--- src/rtl/sram_pkg.sv ---
// Shared constants and request record for the 32x128 RW macro front-ends.
package sram_pkg;

  localparam int SRAM_DATA_WIDTH = 32;
  localparam int SRAM_ADDR_WIDTH = 7;

  typedef struct packed {
    logic                       we;
    logic [SRAM_ADDR_WIDTH-1:0] addr;
    logic [SRAM_DATA_WIDTH-1:0] wdata;
  } sram_req_t;

endpackage

--- src/rtl/sram_port_ctrl_if.sv ---
// Request/response handshake bundle between a client and one sram_port_ctrl.
interface sram_port_ctrl_if
  import sram_pkg::*;
#(
  parameter int DATA_WIDTH = SRAM_DATA_WIDTH,
  parameter int ADDR_WIDTH = SRAM_ADDR_WIDTH
);

  logic                  req_valid;
  logic                  req_ready;
  logic                  req_we;
  logic [ADDR_WIDTH-1:0] req_addr;
  logic [DATA_WIDTH-1:0] req_wdata;
  logic                  rsp_valid;
  logic                  rsp_ready;
  logic [DATA_WIDTH-1:0] rsp_rdata;

  modport master (
    output req_valid, req_we, req_addr, req_wdata, rsp_ready,
    input  req_ready, rsp_valid, rsp_rdata
  );

  modport slave (
    input  req_valid, req_we, req_addr, req_wdata, rsp_ready,
    output req_ready, rsp_valid, rsp_rdata
  );

endinterface

--- src/rtl/sram_rsp_fifo.sv ---
// In-order read-response queue: push and pop at posedge, head is visible the cycle after push.
// Simultaneous push and pop leaves the count unchanged; the producer must never push into a full queue.
module sram_rsp_fifo #(
  parameter  int WIDTH = 32,
  parameter  int DEPTH = 3,
  localparam int PTR_W = $clog2(DEPTH),
  localparam int CNT_W = $clog2(DEPTH + 1)
) (
  input  logic             clk,
  input  logic             rst_n,
  input  logic             push,
  input  logic [WIDTH-1:0] push_data,
  input  logic             pop,
  output logic [CNT_W-1:0] count,
  output logic [WIDTH-1:0] head
);

  logic [WIDTH-1:0] mem_q [DEPTH];
  logic [WIDTH-1:0] mem_d [DEPTH];
  logic [PTR_W-1:0] wr_ptr_q, wr_ptr_d;
  logic [PTR_W-1:0] rd_ptr_q, rd_ptr_d;
  logic [CNT_W-1:0] count_q, count_d;

  function automatic logic [PTR_W-1:0] next_ptr(input logic [PTR_W-1:0] p);
    return (p == PTR_W'(DEPTH - 1)) ? '0 : p + 1'b1;
  endfunction

  always_comb begin
    mem_d    = mem_q;
    wr_ptr_d = wr_ptr_q;
    rd_ptr_d = rd_ptr_q;
    count_d  = count_q;
    if (push) begin
      mem_d[wr_ptr_q] = push_data;
      wr_ptr_d        = next_ptr(wr_ptr_q);
    end
    if (pop) begin
      rd_ptr_d = next_ptr(rd_ptr_q);
    end
    case ({push, pop})
      2'b10:   count_d = count_q + 1'b1;
      2'b01:   count_d = count_q - 1'b1;
      default: count_d = count_q;
    endcase
  end

  always_ff @(posedge clk or negedge rst_n) begin
    if (!rst_n) begin
      for (int i = 0; i < DEPTH; i++) begin
        mem_q[i] <= '0;
      end
      wr_ptr_q <= '0;
      rd_ptr_q <= '0;
      count_q  <= '0;
    end else begin
      mem_q    <= mem_d;
      wr_ptr_q <= wr_ptr_d;
      rd_ptr_q <= rd_ptr_d;
      count_q  <= count_d;
    end
  end

  assign count = count_q;
  assign head  = mem_q[rd_ptr_q];

  a_no_overflow: assert property (@(posedge clk) disable iff (!rst_n)
    !(push && !pop && count_q == CNT_W'(DEPTH)));
  a_no_underflow: assert property (@(posedge clk) disable iff (!rst_n)
    !(pop && count_q == '0));

endmodule

--- src/rtl/sram_port_ctrl.sv ---
// Valid/ready front-end for one macro RW port: registered csb/web/addr/din, 2-cycle read latency.
// Requests are credited against queue space so the response queue never overflows under rsp backpressure.
module sram_port_ctrl
  import sram_pkg::*;
#(
  parameter int DATA_WIDTH = SRAM_DATA_WIDTH,
  parameter int ADDR_WIDTH = SRAM_ADDR_WIDTH,
  parameter int RSP_DEPTH  = 3
) (
  input  logic                  clk,
  input  logic                  rst_n,
  sram_port_ctrl_if.slave       bus,
  output logic                  sram_csb,
  output logic                  sram_web,
  output logic [ADDR_WIDTH-1:0] sram_addr,
  output logic [DATA_WIDTH-1:0] sram_din,
  input  logic [DATA_WIDTH-1:0] sram_dout,
  output logic [15:0]           rd_count,
  output logic [15:0]           wr_count
);

  localparam int CNT_W = $clog2(RSP_DEPTH + 1);

  // S1 lives directly in the macro control flops: csb_q/web_q are the inverted valid/write bits.
  logic                  csb_q, csb_d;
  logic                  web_q, web_d;
  logic [ADDR_WIDTH-1:0] addr_q, addr_d;
  logic [DATA_WIDTH-1:0] din_q, din_d;
  logic [15:0]           rd_count_q, rd_count_d;
  logic [15:0]           wr_count_q, wr_count_d;

  logic                  accept;
  logic                  s1_rd;
  logic                  fifo_pop;
  logic [CNT_W-1:0]      fifo_count;
  logic [CNT_W:0]        credit_used;

  assign s1_rd         = ~csb_q & web_q;
  assign credit_used   = {1'b0, fifo_count} + {{CNT_W{1'b0}}, s1_rd};
  assign bus.req_ready = credit_used < (CNT_W + 1)'(RSP_DEPTH);
  assign accept        = bus.req_valid & bus.req_ready;
  assign bus.rsp_valid = fifo_count != '0;
  assign fifo_pop      = bus.rsp_valid & bus.rsp_ready;

  always_comb begin
    csb_d      = 1'b1;
    web_d      = 1'b1;
    addr_d     = addr_q;
    din_d      = din_q;
    rd_count_d = rd_count_q;
    wr_count_d = wr_count_q;
    if (accept) begin
      csb_d  = 1'b0;
      web_d  = ~bus.req_we;
      addr_d = bus.req_addr;
      din_d  = bus.req_wdata;
      if (bus.req_we) begin
        wr_count_d = wr_count_q + 16'd1;
      end else begin
        rd_count_d = rd_count_q + 16'd1;
      end
    end
  end

  always_ff @(posedge clk or negedge rst_n) begin
    if (!rst_n) begin
      csb_q      <= 1'b1;
      web_q      <= 1'b1;
      addr_q     <= '0;
      din_q      <= '0;
      rd_count_q <= '0;
      wr_count_q <= '0;
    end else begin
      csb_q      <= csb_d;
      web_q      <= web_d;
      addr_q     <= addr_d;
      din_q      <= din_d;
      rd_count_q <= rd_count_d;
      wr_count_q <= wr_count_d;
    end
  end

  // Macro dout is combinational, so it is valid for the whole S1 read cycle.
  sram_rsp_fifo #(
    .WIDTH (DATA_WIDTH),
    .DEPTH (RSP_DEPTH)
  ) u_rsp_fifo (
    .clk       (clk),
    .rst_n     (rst_n),
    .push      (s1_rd),
    .push_data (sram_dout),
    .pop       (fifo_pop),
    .count     (fifo_count),
    .head      (bus.rsp_rdata)
  );

  assign sram_csb  = csb_q;
  assign sram_web  = web_q;
  assign sram_addr = addr_q;
  assign sram_din  = din_q;
  assign rd_count  = rd_count_q;
  assign wr_count  = wr_count_q;

endmodule

--- src/flat_wrapper.sv ---
// flat-port wrapper written by rule: the top's interface ports become plain ports
module sram_port_ctrl_flat import sram_pkg::*;
#(
  parameter int DATA_WIDTH = SRAM_DATA_WIDTH,
  parameter int ADDR_WIDTH = SRAM_ADDR_WIDTH,
  parameter int RSP_DEPTH  = 3
)
  (clk, rst_n, sram_csb, sram_web, sram_addr, sram_din, sram_dout, rd_count, wr_count, bus_req_valid, bus_req_we, bus_req_addr, bus_req_wdata, bus_rsp_ready, bus_req_ready, bus_rsp_valid, bus_rsp_rdata);
  sram_port_ctrl_if #(.DATA_WIDTH(DATA_WIDTH), .ADDR_WIDTH(ADDR_WIDTH)) bus_i ();
  input  logic clk;
  input  logic rst_n;
  output logic sram_csb;
  output logic sram_web;
  output logic [ADDR_WIDTH-1:0] sram_addr;
  output logic [DATA_WIDTH-1:0] sram_din;
  input  logic [DATA_WIDTH-1:0] sram_dout;
  output logic [15:0] rd_count;
  output logic [15:0] wr_count;
  input wire logic [$bits(bus_i.req_valid)-1:0] bus_req_valid;
  input wire logic [$bits(bus_i.req_we)-1:0] bus_req_we;
  input wire logic [$bits(bus_i.req_addr)-1:0] bus_req_addr;
  input wire logic [$bits(bus_i.req_wdata)-1:0] bus_req_wdata;
  input wire logic [$bits(bus_i.rsp_ready)-1:0] bus_rsp_ready;
  output wire logic [$bits(bus_i.req_ready)-1:0] bus_req_ready;
  output wire logic [$bits(bus_i.rsp_valid)-1:0] bus_rsp_valid;
  output wire logic [$bits(bus_i.rsp_rdata)-1:0] bus_rsp_rdata;
  assign bus_i.req_valid = bus_req_valid;
  assign bus_i.req_we = bus_req_we;
  assign bus_i.req_addr = bus_req_addr;
  assign bus_i.req_wdata = bus_req_wdata;
  assign bus_i.rsp_ready = bus_rsp_ready;
  assign bus_req_ready = bus_i.req_ready;
  assign bus_rsp_valid = bus_i.rsp_valid;
  assign bus_rsp_rdata = bus_i.rsp_rdata;
  sram_port_ctrl #(.DATA_WIDTH(DATA_WIDTH), .ADDR_WIDTH(ADDR_WIDTH), .RSP_DEPTH(RSP_DEPTH)) u_core (.clk(clk), .rst_n(rst_n), .bus(bus_i), .sram_csb(sram_csb), .sram_web(sram_web), .sram_addr(sram_addr), .sram_din(sram_din), .sram_dout(sram_dout), .rd_count(rd_count), .wr_count(wr_count));
endmodule
--- config.mk ---
export PLATFORM = sky130hd
export DESIGN_NAME = sram_port_ctrl_flat
export DESIGN_NICKNAME = d
export VERILOG_FILES = /design/src/rtl/sram_pkg.sv /design/src/rtl/sram_port_ctrl_if.sv /design/src/rtl/sram_rsp_fifo.sv /design/src/rtl/sram_port_ctrl.sv /design/src/flat_wrapper.sv
export SDC_FILE = /design/constraint.sdc
export NUM_CORES = 1
export LEC_CHECK = 0
export ABC_AREA = 1
export ABC_CLOCK_PERIOD_IN_PS = 2900
export BUFFER_PORTS_ARGS = -buffer_cell sky130_fd_sc_hd__buf_2
export CORE_UTILIZATION = 35
export CTS_BUF_LIST = sky130_fd_sc_hd__clkbuf_4
export CTS_CLUSTER_SIZE = 8
export DETAILED_ROUTE_END_ITERATION = 7
export PLACE_DENSITY = 0.6
export SETUP_SLACK_MARGIN = 0.15
export SLEW_MARGIN = 10
export SYNTH_ARGS = -nofsm -noshare
export SYNTH_HDL_FRONTEND = slang
export SYNTH_HIERARCHICAL = 1
export SYNTH_SLANG_ARGS = --single-unit
export TNS_END_PERCENT = 5
--- constraint.sdc ---
create_clock -name clk -period 2.9 [get_ports clk]
set_input_delay 0.145 -clock clk [delete_from_list [all_inputs] [get_ports clk]]
set_output_delay 0.145 -clock clk [all_outputs]
set_load 0.005 [all_outputs]
==> results.md <==
- Run status: finished, final reports clean
- Final hold vios: 0
- Final worst path period share: 81.9%
- Synth warn: 6
- Rows: 53
- First-pass GRT wire length: 30,300 µm
- Worst Path Required: 3.35 ns
- Internal Power: 5.93 mW
- Final core occ: 46.9%
- Critical path buffers and inverters: 1
- Gr ovfl total: 0
- Drt pass-1 iters: 4
- XOR/XNOR Fraction of Synth Area: 1.72%
- Tmin final: 2.38 ns
- Top-area cell type share of the netlist area: 56.8%
- Synth Area in Adders: 0.821%
- Mapped Avg Cell Area: 9.23 µm²
- Final setup violation count: 0
- Max incr delay on CP: 0.55 ns
- R2R depth: 10
- Sequential fraction of the synthesis area: 57.5%
- DR vias: 6,265
- Mapped Area: 0.00762 mm²
- Initial antenna violation count: 1
- Top cells by area, synth: dfrtp_1, nand2_1, mux2_1
- Post-synthesis mux area share: 5.76%
- Simple-gate portion of the synthesized area: 20.5%
- Fin nets: 1,161
- Die area: 0.0224 mm²
- Clk buf depth: 2
- Worst setup EP type: flop
- Crit path max fanout: 11
- Setup TNS: 0 ns
- Vias per std cell: 4.57
- Clk Latency, worst-skew pair: 0.55 ns
- Hold WS: 0.221 ns
- Multi-input logic area: 0.00275 mm²
- Gate Count Post-Synth: 826
- Total GRT Usage: 17.3%
- Synth Area in Compound Gates: 7.13%
- Fill cells: 2,052
- FF/Latch Area: 0.00438 mm²
- Die height: 150 µm
- Clk_skew: 0.0223 ns
- Final wirelength: 18,400 µm
- Slew at the pin closest to its max-slew limit: 0.795 ns
- Slew Viols, Final: 0
- Peak Freq: 421 MHz
- CTS sink count: 175
- Power per Cell Area: 950 mW/mm²
- Net Sw Frac: 37.0%
- Crit-path most repeated cell: nand2_1
- DRC: 0
- WS Path Type: reg2reg
- Initial Util: 36.0%
- Gate power share: 38.4%
- R2r startpoint: u_core/sram_web
- Rel. slew slack: 47.0%
- I/O Buffers: 182
- Post-DRT Antenna Nets: 0
- Slowest cell on crit path: dfstp_2
- Cell taking the most area after synthesis: dfrtp_1
- Clk pin slew, worst setup/hold paths: 0.14 ns
- Die width: 150 µm
- Synthesis-stage register bit count: 175
- Largest net degree at the start of global routing: 83
- Total core area: 0.0212 mm²
- Gpl congestion: 0.817
- Htree depth: 4
- Post-synth cell types: 27
- Hold Path Class: in2async
- R2r endpoint: u_core/wr_count[15]
- Clock power frac: 17.8%
- Max_cap viols: 0
- CP Depth: 10
- CP top delay family: simple AND/OR/NAND/NOR gates
- CTS Buf Count: 17
- Switching Power: 3.49 mW
- Synth-to-layout area growth: 30.1%
- Flop pwr share: 43.8%
- CTS tree: yes
- Vias in the first global route: 6,029
- Io pins: 183
- R2r setup slk: 0.52 ns
- Post-Syn Nets: 907
- Leakage: 5.06 nW
- DR WL/cell: 13.4 µm
- Share of cells above drive strength 1: 22.0%
- Clock Root Buffer: clkbuf_4
- VDD IR-drop max: 437 µV
- Dpl hpwl: 11,500 µm
- Startpoint Class: flop
- Iteration-0 DRC Markers: 266
- Worst path cell trace: inv_1, nor2_1, ha_1, ha_1, nand2_1, nand4_4, nor2_1, nand3_1, nand2_1, nand2_1
- Largest family of logic cells by synthesized area: simple AND/OR/NAND/NOR gates
- RSZ-0062 raised after global routing: false
- Data arrival, critical path: 2.83 ns
repair_timing:
item                                   CTS  global route
gates resized for setup                  0             0
hold buffers                            76             0
endpoints found under the hold margin  224             0
buffers inserted                         0             0
layout make-up:
cell class                 instances  area share, %
inverter                          73           2.76
clock inverter                    15           2.30
clock buffer                      17           1.29
timing repair buffer             270           18.2
multi-input combinational        543           27.7
sequential                       175           44.2
antenna                            2         0.0505
tap                              275           3.47
power groups by stage:
stage	Sequential, mW	Clock (mW)	Combinational (mW)
floorplan	4.10	0	2.25
global placement	4.15	0	3.53
detailed placement	4.17	0	3.59
CTS	4.13	1.76	3.69
global route	4.27	1.86	4.16
finish	4.12	1.68	3.62
worst max path at each step:
stage                                from             endpoint  slack, ns
after floorplan           u_core/sram_web  u_core/sram_addr[6]       0.74
after global placement    u_core/sram_web  u_core/wr_count[15]       0.58
after detailed placement  u_core/sram_web  u_core/wr_count[15]       0.48
after CTS                 u_core/sram_web  u_core/wr_count[15]       0.48
after global routing      u_core/sram_web   u_core/wr_count[7]       0.35
final                     u_core/sram_web  u_core/wr_count[15]       0.52
cell usage in the layout, fill, tap and decap left out:
cell / count
nand3_2: 4
o21a_1: 1
clkinvlp_4: 1
a21oi_1: 2
dfstp_2: 2
diode_2: 2
inv_1: 71
xor2_1: 9
buf_4: 9
nand4_1: 7
mux2_1: 39
dlygate4sd3_1: 76
clkinv_4: 2
inv_2: 2
nor2_2: 5
xnor2_1: 6
nor3_1: 4
clkinv_1: 1
or2_2: 1
clkinv_2: 1
o21ai_1: 84
bufinv_16: 5
dfrtp_1: 173
nand3_1: 50
nand3b_1: 3
buf_6: 1
buf_2: 181
clkbuf_4: 17
nor2_1: 29
inv_6: 5
buf_12: 3
nand4_2: 1
o21ai_0: 21
ha_1: 5
nand4_4: 1
nand2_1: 271
cell usage after synthesis (all sizes together):
| cell | count |
|---|---|
| o21ai | 105 |
| nand3b | 3 |
| nor2 | 34 |
| inv | 73 |
| ha | 5 |
| nand4 | 9 |
| a21oi | 2 |
| nor3 | 4 |
| clkbuf | 5 |
| xnor2 | 6 |
| mux2 | 39 |
| dfstp | 2 |
| buf | 30 |
| xor2 | 9 |
| nand2 | 271 |
| nand3 | 54 |
| o21a | 1 |
| or2 | 1 |
| dfrtp | 173 |
routing by layer:
layer	wire length, µm	global-route usage (%)
met5	0	0
met4	140	3.93
met3	1240	5.79
met2	8440	27.2
met1	8560	22.8
registers in the layout (all words and copies together), names as in the netlist:
register and flops:
u_core/u_rsp_fifo/mem_q 96, u_core/u_rsp_fifo/count 2, u_core/sram_web 1, u_core/u_rsp_fifo/rd_ptr_q 2, u_core/wr_count 16, u_core/sram_addr 7
u_core/sram_csb 1, u_core/u_rsp_fifo/wr_ptr_q 2, u_core/rd_count 16, u_core/sram_din 32
per-stage QoR:
stage | total power [mW] | setup slack, ns | area, µm² | instances
6_report | 9.42 | 0.525 | 9920 | 1370
5_1_grt | 10.3 | 0.346 | 9920 | 1370
4_1_cts | 9.58 | 0.475 | 9910 | 1368
3_5_place_dp | 7.76 | 0.480 | 8790 | 1260
3_3_place_gp | 7.68 | 0.579 | 8790 | 1260
2_1_floorplan | 6.35 | 0.738 | 7620 | 826
kinds of logic after synthesis:
| kind of cell | Yosys count |
|---|---|
| buf+inv | 108 |
| mux | 39 |
| simple gates | 376 |
| compound gates | 108 |
| flops | 175 |
| xor+xnor | 15 |
| fa+ha+maj | 5 |
(Power assumes the default switching activity.)
